### src/rtl/debug_uart_dumper_pkg.sv
`default_nettype none
// ============================================================================
// debug_uart_dumper_pkg
// Shared FSM encoding, ASCII constants and nibble-to-hex helper.
// Revision: 1.0
// ============================================================================
package debug_uart_dumper_pkg;

    typedef enum logic [2:0] {
        ST_IDLE    = 3'd0,
        ST_SELECT  = 3'd1,
        ST_CAPTURE = 3'd2,
        ST_SEND    = 3'd3,
        ST_NEXT    = 3'd4
    } state_t;

    localparam logic [7:0] CR      = 8'h0D;
    localparam logic [7:0] LF      = 8'h0A;
    localparam logic [7:0] ASCII_0 = 8'h30;
    localparam logic [7:0] ASCII_A = 8'h41;

    localparam int BYTES_PER_REG = 10;

    function automatic logic [7:0] hex_ascii(input logic [3:0] nib);
        if (nib < 4'd10) begin
            return ASCII_0 + {4'h0, nib};
        end
        return ASCII_A + {4'h0, nib} - 8'd10;
    endfunction

endpackage
`default_nettype wire

### src/rtl/debug_uart_dumper_uart_tx.sv
`default_nettype none
// ============================================================================
// uart_tx
// 8N1 serializer; ready stays low for the whole frame and returns one cycle
// after the stop bit, so back-to-back bytes are separated by one idle cycle.
// Revision: 1.0
// ============================================================================
module uart_tx #(
    parameter int CLKS_PER_BIT = 868
) (
    input  logic       clk,
    input  logic       RESET,
    input  logic [7:0] data,
    input  logic       valid,
    output logic       tx,
    output logic       ready
);

    localparam logic [15:0] c_baud_max = 16'(CLKS_PER_BIT - 1);

    logic [7:0]  r_shift;
    logic [3:0]  r_bit_cnt;
    logic [15:0] r_baud_cnt;

    always_ff @(posedge clk) begin
        if (RESET) begin
            tx         <= 1'b1;
            ready      <= 1'b1;
            r_shift    <= '0;
            r_bit_cnt  <= '0;
            r_baud_cnt <= '0;
        end else if (ready) begin
            if (valid) begin
                tx         <= 1'b0;
                ready      <= 1'b0;
                r_shift    <= data;
                r_bit_cnt  <= '0;
                r_baud_cnt <= '0;
            end
        end else if (r_baud_cnt != c_baud_max) begin
            r_baud_cnt <= r_baud_cnt + 16'd1;
        end else begin
            r_baud_cnt <= '0;
            if (r_bit_cnt == 4'd9) begin
                ready <= 1'b1;
            end else begin
                // Ones shift in behind the data, so bit 9 comes out as the stop bit.
                r_bit_cnt <= r_bit_cnt + 4'd1;
                tx        <= r_shift[0];
                r_shift   <= {1'b1, r_shift[7:1]};
            end
        end
    end

endmodule
`default_nettype wire

### src/rtl/debug_uart_dumper.sv
`default_nettype none
// ============================================================================
// debug_uart_dumper
// Walks the register file through the debug read port and prints each entry
// over UART as eight uppercase hex digits followed by CR LF.
// Revision: 1.0
// ============================================================================
module debug_uart_dumper
    import debug_uart_dumper_pkg::*;
#(
    parameter int CLKS_PER_BIT = 868,
    parameter int NUM_REGS     = 16
) (
    input  logic        clk,
    input  logic        RESET,
    input  logic        start,
    output logic [3:0]  DebugSlctIn,
    input  logic [31:0] DebugOut,
    output logic        tx,
    output logic        busy,
    output logic        done
);

    localparam int IDX_W = ($clog2(NUM_REGS + 1) > 4) ? $clog2(NUM_REGS + 1) : 4;
    localparam logic [IDX_W-1:0] c_last_idx = IDX_W'(NUM_REGS - 1);
    localparam logic [3:0]       c_bytes    = 4'(BYTES_PER_REG);

    state_t           r_state;
    logic [IDX_W-1:0] r_idx;
    logic [31:0]      r_shadow;
    logic [3:0]       r_byte_cnt;

    logic             w_byte_valid;
    logic             w_tx_ready;
    logic [7:0]       w_tx_data;
    logic [2:0]       w_nib_sel;
    logic [IDX_W-1:0] w_idx_inc;

    assign w_byte_valid = (r_state == ST_SEND) && (r_byte_cnt != c_bytes);
    assign w_nib_sel    = 3'd7 - r_byte_cnt[2:0];
    assign w_idx_inc    = r_idx + IDX_W'(1);

    always_comb begin
        w_tx_data = hex_ascii(r_shadow[{w_nib_sel, 2'b00} +: 4]);
        if (r_byte_cnt == 4'd8) begin
            w_tx_data = CR;
        end else if (r_byte_cnt == 4'd9) begin
            w_tx_data = LF;
        end
    end

    uart_tx #(
        .CLKS_PER_BIT (CLKS_PER_BIT)
    ) u_uart_tx (
        .clk   (clk),
        .RESET (RESET),
        .data  (w_tx_data),
        .valid (w_byte_valid),
        .tx    (tx),
        .ready (w_tx_ready)
    );

    always_ff @(posedge clk) begin
        if (RESET) begin
            r_state     <= ST_IDLE;
            r_idx       <= '0;
            r_shadow    <= '0;
            r_byte_cnt  <= '0;
            DebugSlctIn <= 4'd0;
            busy        <= 1'b0;
            done        <= 1'b0;
        end else begin
            done <= 1'b0;
            case (r_state)
                ST_IDLE: begin
                    if (start) begin
                        r_state <= ST_SELECT;
                        r_idx   <= '0;
                        busy    <= 1'b1;
                    end
                end
                ST_SELECT: begin
                    r_state <= ST_CAPTURE;
                end
                ST_CAPTURE: begin
                    r_shadow   <= DebugOut;
                    r_byte_cnt <= '0;
                    r_state    <= ST_SEND;
                end
                ST_SEND: begin
                    // The serializer holds its own copy of the LF byte, so the next
                    // register is fetched during that frame; only the final
                    // register waits for the line to go idle before signalling done.
                    if (r_byte_cnt == c_bytes) begin
                        if (r_idx != c_last_idx) begin
                            r_state <= ST_NEXT;
                        end else if (w_tx_ready) begin
                            r_state <= ST_NEXT;
                            done    <= 1'b1;
                        end
                    end else if (w_tx_ready) begin
                        r_byte_cnt <= r_byte_cnt + 4'd1;
                    end
                end
                ST_NEXT: begin
                    r_idx <= w_idx_inc;
                    if (r_idx == c_last_idx) begin
                        r_state     <= ST_IDLE;
                        busy        <= 1'b0;
                        DebugSlctIn <= 4'd0;
                    end else begin
                        r_state     <= ST_SELECT;
                        DebugSlctIn <= w_idx_inc[3:0];
                    end
                end
                default: begin
                    r_state <= ST_IDLE;
                    busy    <= 1'b0;
                end
            endcase
        end
    end

endmodule
`default_nettype wire

### config.mk
export PLATFORM = sky130hd
export DESIGN_NAME = debug_uart_dumper
export DESIGN_NICKNAME = d
export VERILOG_FILES = /design/src/rtl/debug_uart_dumper_pkg.sv /design/src/rtl/debug_uart_dumper_uart_tx.sv /design/src/rtl/debug_uart_dumper.sv
export SDC_FILE = /design/constraint.sdc
export NUM_CORES = 1
export LEC_CHECK = 0
export CORE_AREA = 3 3 110 112
export CTS_CLUSTER_DIAMETER = 120
export DETAILED_ROUTE_END_ITERATION = 12
export DIE_AREA = 0 0 113 115
export PLACE_DENSITY = 0.61
export SYNTH_ARGS = -nofsm -noshare
export SYNTH_HDL_FRONTEND = slang
export SYNTH_SLANG_ARGS = --single-unit
### constraint.sdc
create_clock -name clk -period 2.4 [get_ports clk]
set_input_delay 0.36 -clock clk [delete_from_list [all_inputs] [get_ports clk]]
set_output_delay 0.36 -clock clk [all_outputs]
set_load 0.1 [all_outputs]
==> impl_metrics.env <==
export IMPL_outcome="completed"
export IMPL_hold_violations=0
export IMPL_critPathKind="reg -> reg"
export IMPL_drive_above_1_share=0.108
export IMPL_cts_max_level=3
export IMPL_ys_types=56
export IMPL_slew_headroom=0.518
export IMPL_finalInstanceArea_sq_um=4790
export IMPL_skew_ns=0.00681
export IMPL_cp_start_kind="flip-flop"
export IMPL_vias_per_cell=5.32
export IMPL_initial_utilization=0.342
export IMPL_antenna_found_initial=0
export IMPL_place_port_buffers=41
export IMPL_synth_ff_type="dfxtp_1"
export IMPL_fmax_mhz=452
export IMPL_path_clk_slew_ns=0.06
export IMPL_busiest_layer="met2"
export IMPL_die_area_sq_um=13000
export IMPL_worstMarginPinSlew_ns=0.722
export IMPL_fp_coreArea_sq_um=11300
export IMPL_grt_usage=0.139
export IMPL_crit_arrival_ns=2.46
export IMPL_ioPinCount=42
export IMPL_cp_end_kind="flip-flop"
export IMPL_nets=549
export IMPL_synth_top_area_share=0.413
export IMPL_fill_cells=1143
export IMPL_gr_total_overflow=0
export IMPL_syn_area_sq_um=3880
export IMPL_fin_ws_ns=0.188
export IMPL_placement_cell_area_sq_um=4430
export IMPL_tns_ns=0
export IMPL_finalCritPeriodShare=0.922
export IMPL_critPathRequiredTime_ns=2.65
export IMPL_fp_dieW_microns=113
export IMPL_maxCapViolations=0
export IMPL_async_flop_share=0
export IMPL_grt_max_degree=36
export IMPL_gr_usage_met3=0.0347
export IMPL_power_frac_clock=0.454
export IMPL_wl_per_cell_microns=13.8
export IMPL_yosys_area_top_type="dfxtp_1"
export IMPL_ys_warn_count=0
export IMPL_drc=0
export IMPL_fp_row_count=39
export IMPL_p_sw_uw=805
export IMPL_clock_sinks=80
export IMPL_slew_violations=0
export IMPL_met2_usage=0.221
export IMPL_drt_pass1_iter_count=5
export IMPL_swShare=0.245
export IMPL_p_comb_frac=0.114
export IMPL_hold_class="reg -> reg"
export IMPL_ir_drop_mv=0.347
export IMPL_multiInputGateArea_sq_um=2120
export IMPL_clockBufferDepth=2
export IMPL_p_per_area_nw_per_um2=687
export IMPL_seqCellArea_sq_um=1600
export IMPL_diodes=0
export IMPL_final_common_cell="nand2_1"
export IMPL_syn_area_per_cell_sq_um=8.32
export IMPL_worstPathMaxFanout=10
export IMPL_drt_iter0_markers=170
export IMPL_cts_hold_buffers=0
export IMPL_clk_latency_ns=0.33
export IMPL_synth_edf_count=0
export IMPL_gp_congestion=0.791
export IMPL_syn_num_nets=511
export IMPL_first_global_vias=3202
export IMPL_final_cell_mix="82 x nand2_1, 78 x dfxtp_1, 67 x a21oi_1"
export IMPL_cts_tree="yes"
export IMPL_routed_via_count=3469
export IMPL_rsz0062_at_grt="false"
export IMPL_met1_usage=0.188
export IMPL_hpwl_mm=6.43
export IMPL_ys_seq_area_frac=0.413
export IMPL_finalCriticalPeriod_ns=2.21
export IMPL_cts_buffers=9
export IMPL_power_frac_seq=0.432
export IMPL_cellInternalPower_uw=2490
export IMPL_power_leakage_uw=0.00165
export IMPL_root_buffer="clkbuf_16"
export IMPL_area_growth_pct=23.6
export IMPL_ant_nets=0
export IMPL_grt_pass1_wl_mm=15.0
export IMPL_synth_seq_cells=80
export IMPL_wirelength_mm=8.98
export IMPL_finalSetupViolCount=0
export IMPL_dpl_worst_slack_ns=0.0864
export IMPL_synthesis_instances=466
export IMPL_synth_area_top_cells="dfxtp_1 41%, a21oi_1 8.7%, nand2_1 7.9%"
export IMPL_die_h_microns=115
==> layout make-up <==
type                    count  share of cell area
multi-input cells         346               0.443
clock inverters             6              0.0188
flip-flops and latches     80               0.335
well taps                 143              0.0374
clock buffers              10              0.0499
repair buffers             57               0.109
inverters                  10             0.00784
==> routing by layer <==
metal  part of all wire  vias to the layer above  routed length, microns
met3              0.039                        9                     354
met4             0.0090                        0                      81
met1               0.48                     1629                    4290
met2               0.47                       60                    4250
met5                  0                        -                       0
li1                   -                     1771                       -
==> Yosys cell counts, types with 2 or more instances <==
library cell / n
nand2_1: 82
dfxtp_1: 80
a21oi_1: 67
nor2_1: 36
clkbuf_1: 25
nand3_1: 18
o21ai_1: 15
nor3_1: 11
ha_1: 10
a311oi_1: 9
inv_1: 9
nand4_1: 7
o21ai_0: 7
mux4_2: 6
nand3b_1: 6
a31oi_1: 5
nor4_1: 5
a211oi_1: 4
or3_1: 4
or4_1: 4
and3_1: 3
and3b_1: 3
and4_1: 3
mux2i_1: 3
a211o_1: 2
a22oi_1: 2
a41oi_1: 2
and2_1: 2
buf_2: 2
mux2i_4: 2
mux4_1: 2
nand2b_1: 2
nand4b_1: 2
nor4b_2: 2
xnor2_1: 2
xor2_1: 2
==> flip-flops by register name, indices dropped and copies added, names as in the netlist, 3 cells and up <==
register / cells
u_uart_tx.r_bit_cnt: 4
u_uart_tx.r_baud_cnt: 16
r_idx: 5
r_byte_cnt: 4
DebugSlctIn: 4
u_uart_tx.r_shift: 8
r_state: 3
r_shadow: 32
==> stage by stage <==
step	hold WS [ns]	std cells	power, uW	utilization
floorplan	0.432	466	1680	-
CTS	0.459	651	3340	0.421
finish	0.458	652	3290	0.423
detailed placement	0.450	635	1830	0.392
global placement	0.446	635	1820	0.392
global route	0.482	652	3430	0.423
==> power by group through the flow <==
stage          combinational (uW)  clock [uW]  sequential, uW
2_1_floorplan                 226           0            1460
3_3_place_gp                  369           0            1450
3_5_place_dp                  375           0            1450
4_1_cts                       375        1540            1420
5_1_grt                       417        1580            1430
6_report                      375        1490            1420
==> cells by family after synthesis <==
kind of cell / count (synthesis) / synth area share
flip-flops: 80 / 0.413
AND/OR/NAND/NOR: 194 / 0.242
AO/OA/AOI/OAI: 124 / 0.188
multiplexers: 14 / 0.0707
buffers and inverters: 40 / 0.0442
adder cells (fa/ha/maj): 10 / 0.0323
XOR/XNOR: 4 / 0.00904
==> critical path, stage by stage, from the launching register on <==
cell      delay [ns]
dfxtp_2         0.40
buf_4           0.21
mux4_2          0.54
mux2i_4         0.23
a311oi_1        0.13
or4_1           0.47
a21oi_1         0.15
==> timing repair <==
item / in CTS / in global routing
setup endpoints to repair: 0 / 8
buffers inserted: 0 / 1
resized for setup: 0 / 4
==> path summary, 6_finish.rpt <==
| path | startpoint | end | slack (ns) | depth (start not counted) |
|---|---|---|---|---|
| setup / recovery | r_byte_cnt[2] | u_uart_tx.r_shift[3] | 0.19 | 6 |
| setup reg to reg | r_byte_cnt[2] | u_uart_tx.r_shift[3] | 0.19 | 6 |
| hold reg to reg | r_shadow[18] | r_shadow[18] | 0.46 | 2 |
| hold / removal | r_shadow[18] | r_shadow[18] | 0.46 | 2 |
Power figures use the tool's default switching activity.
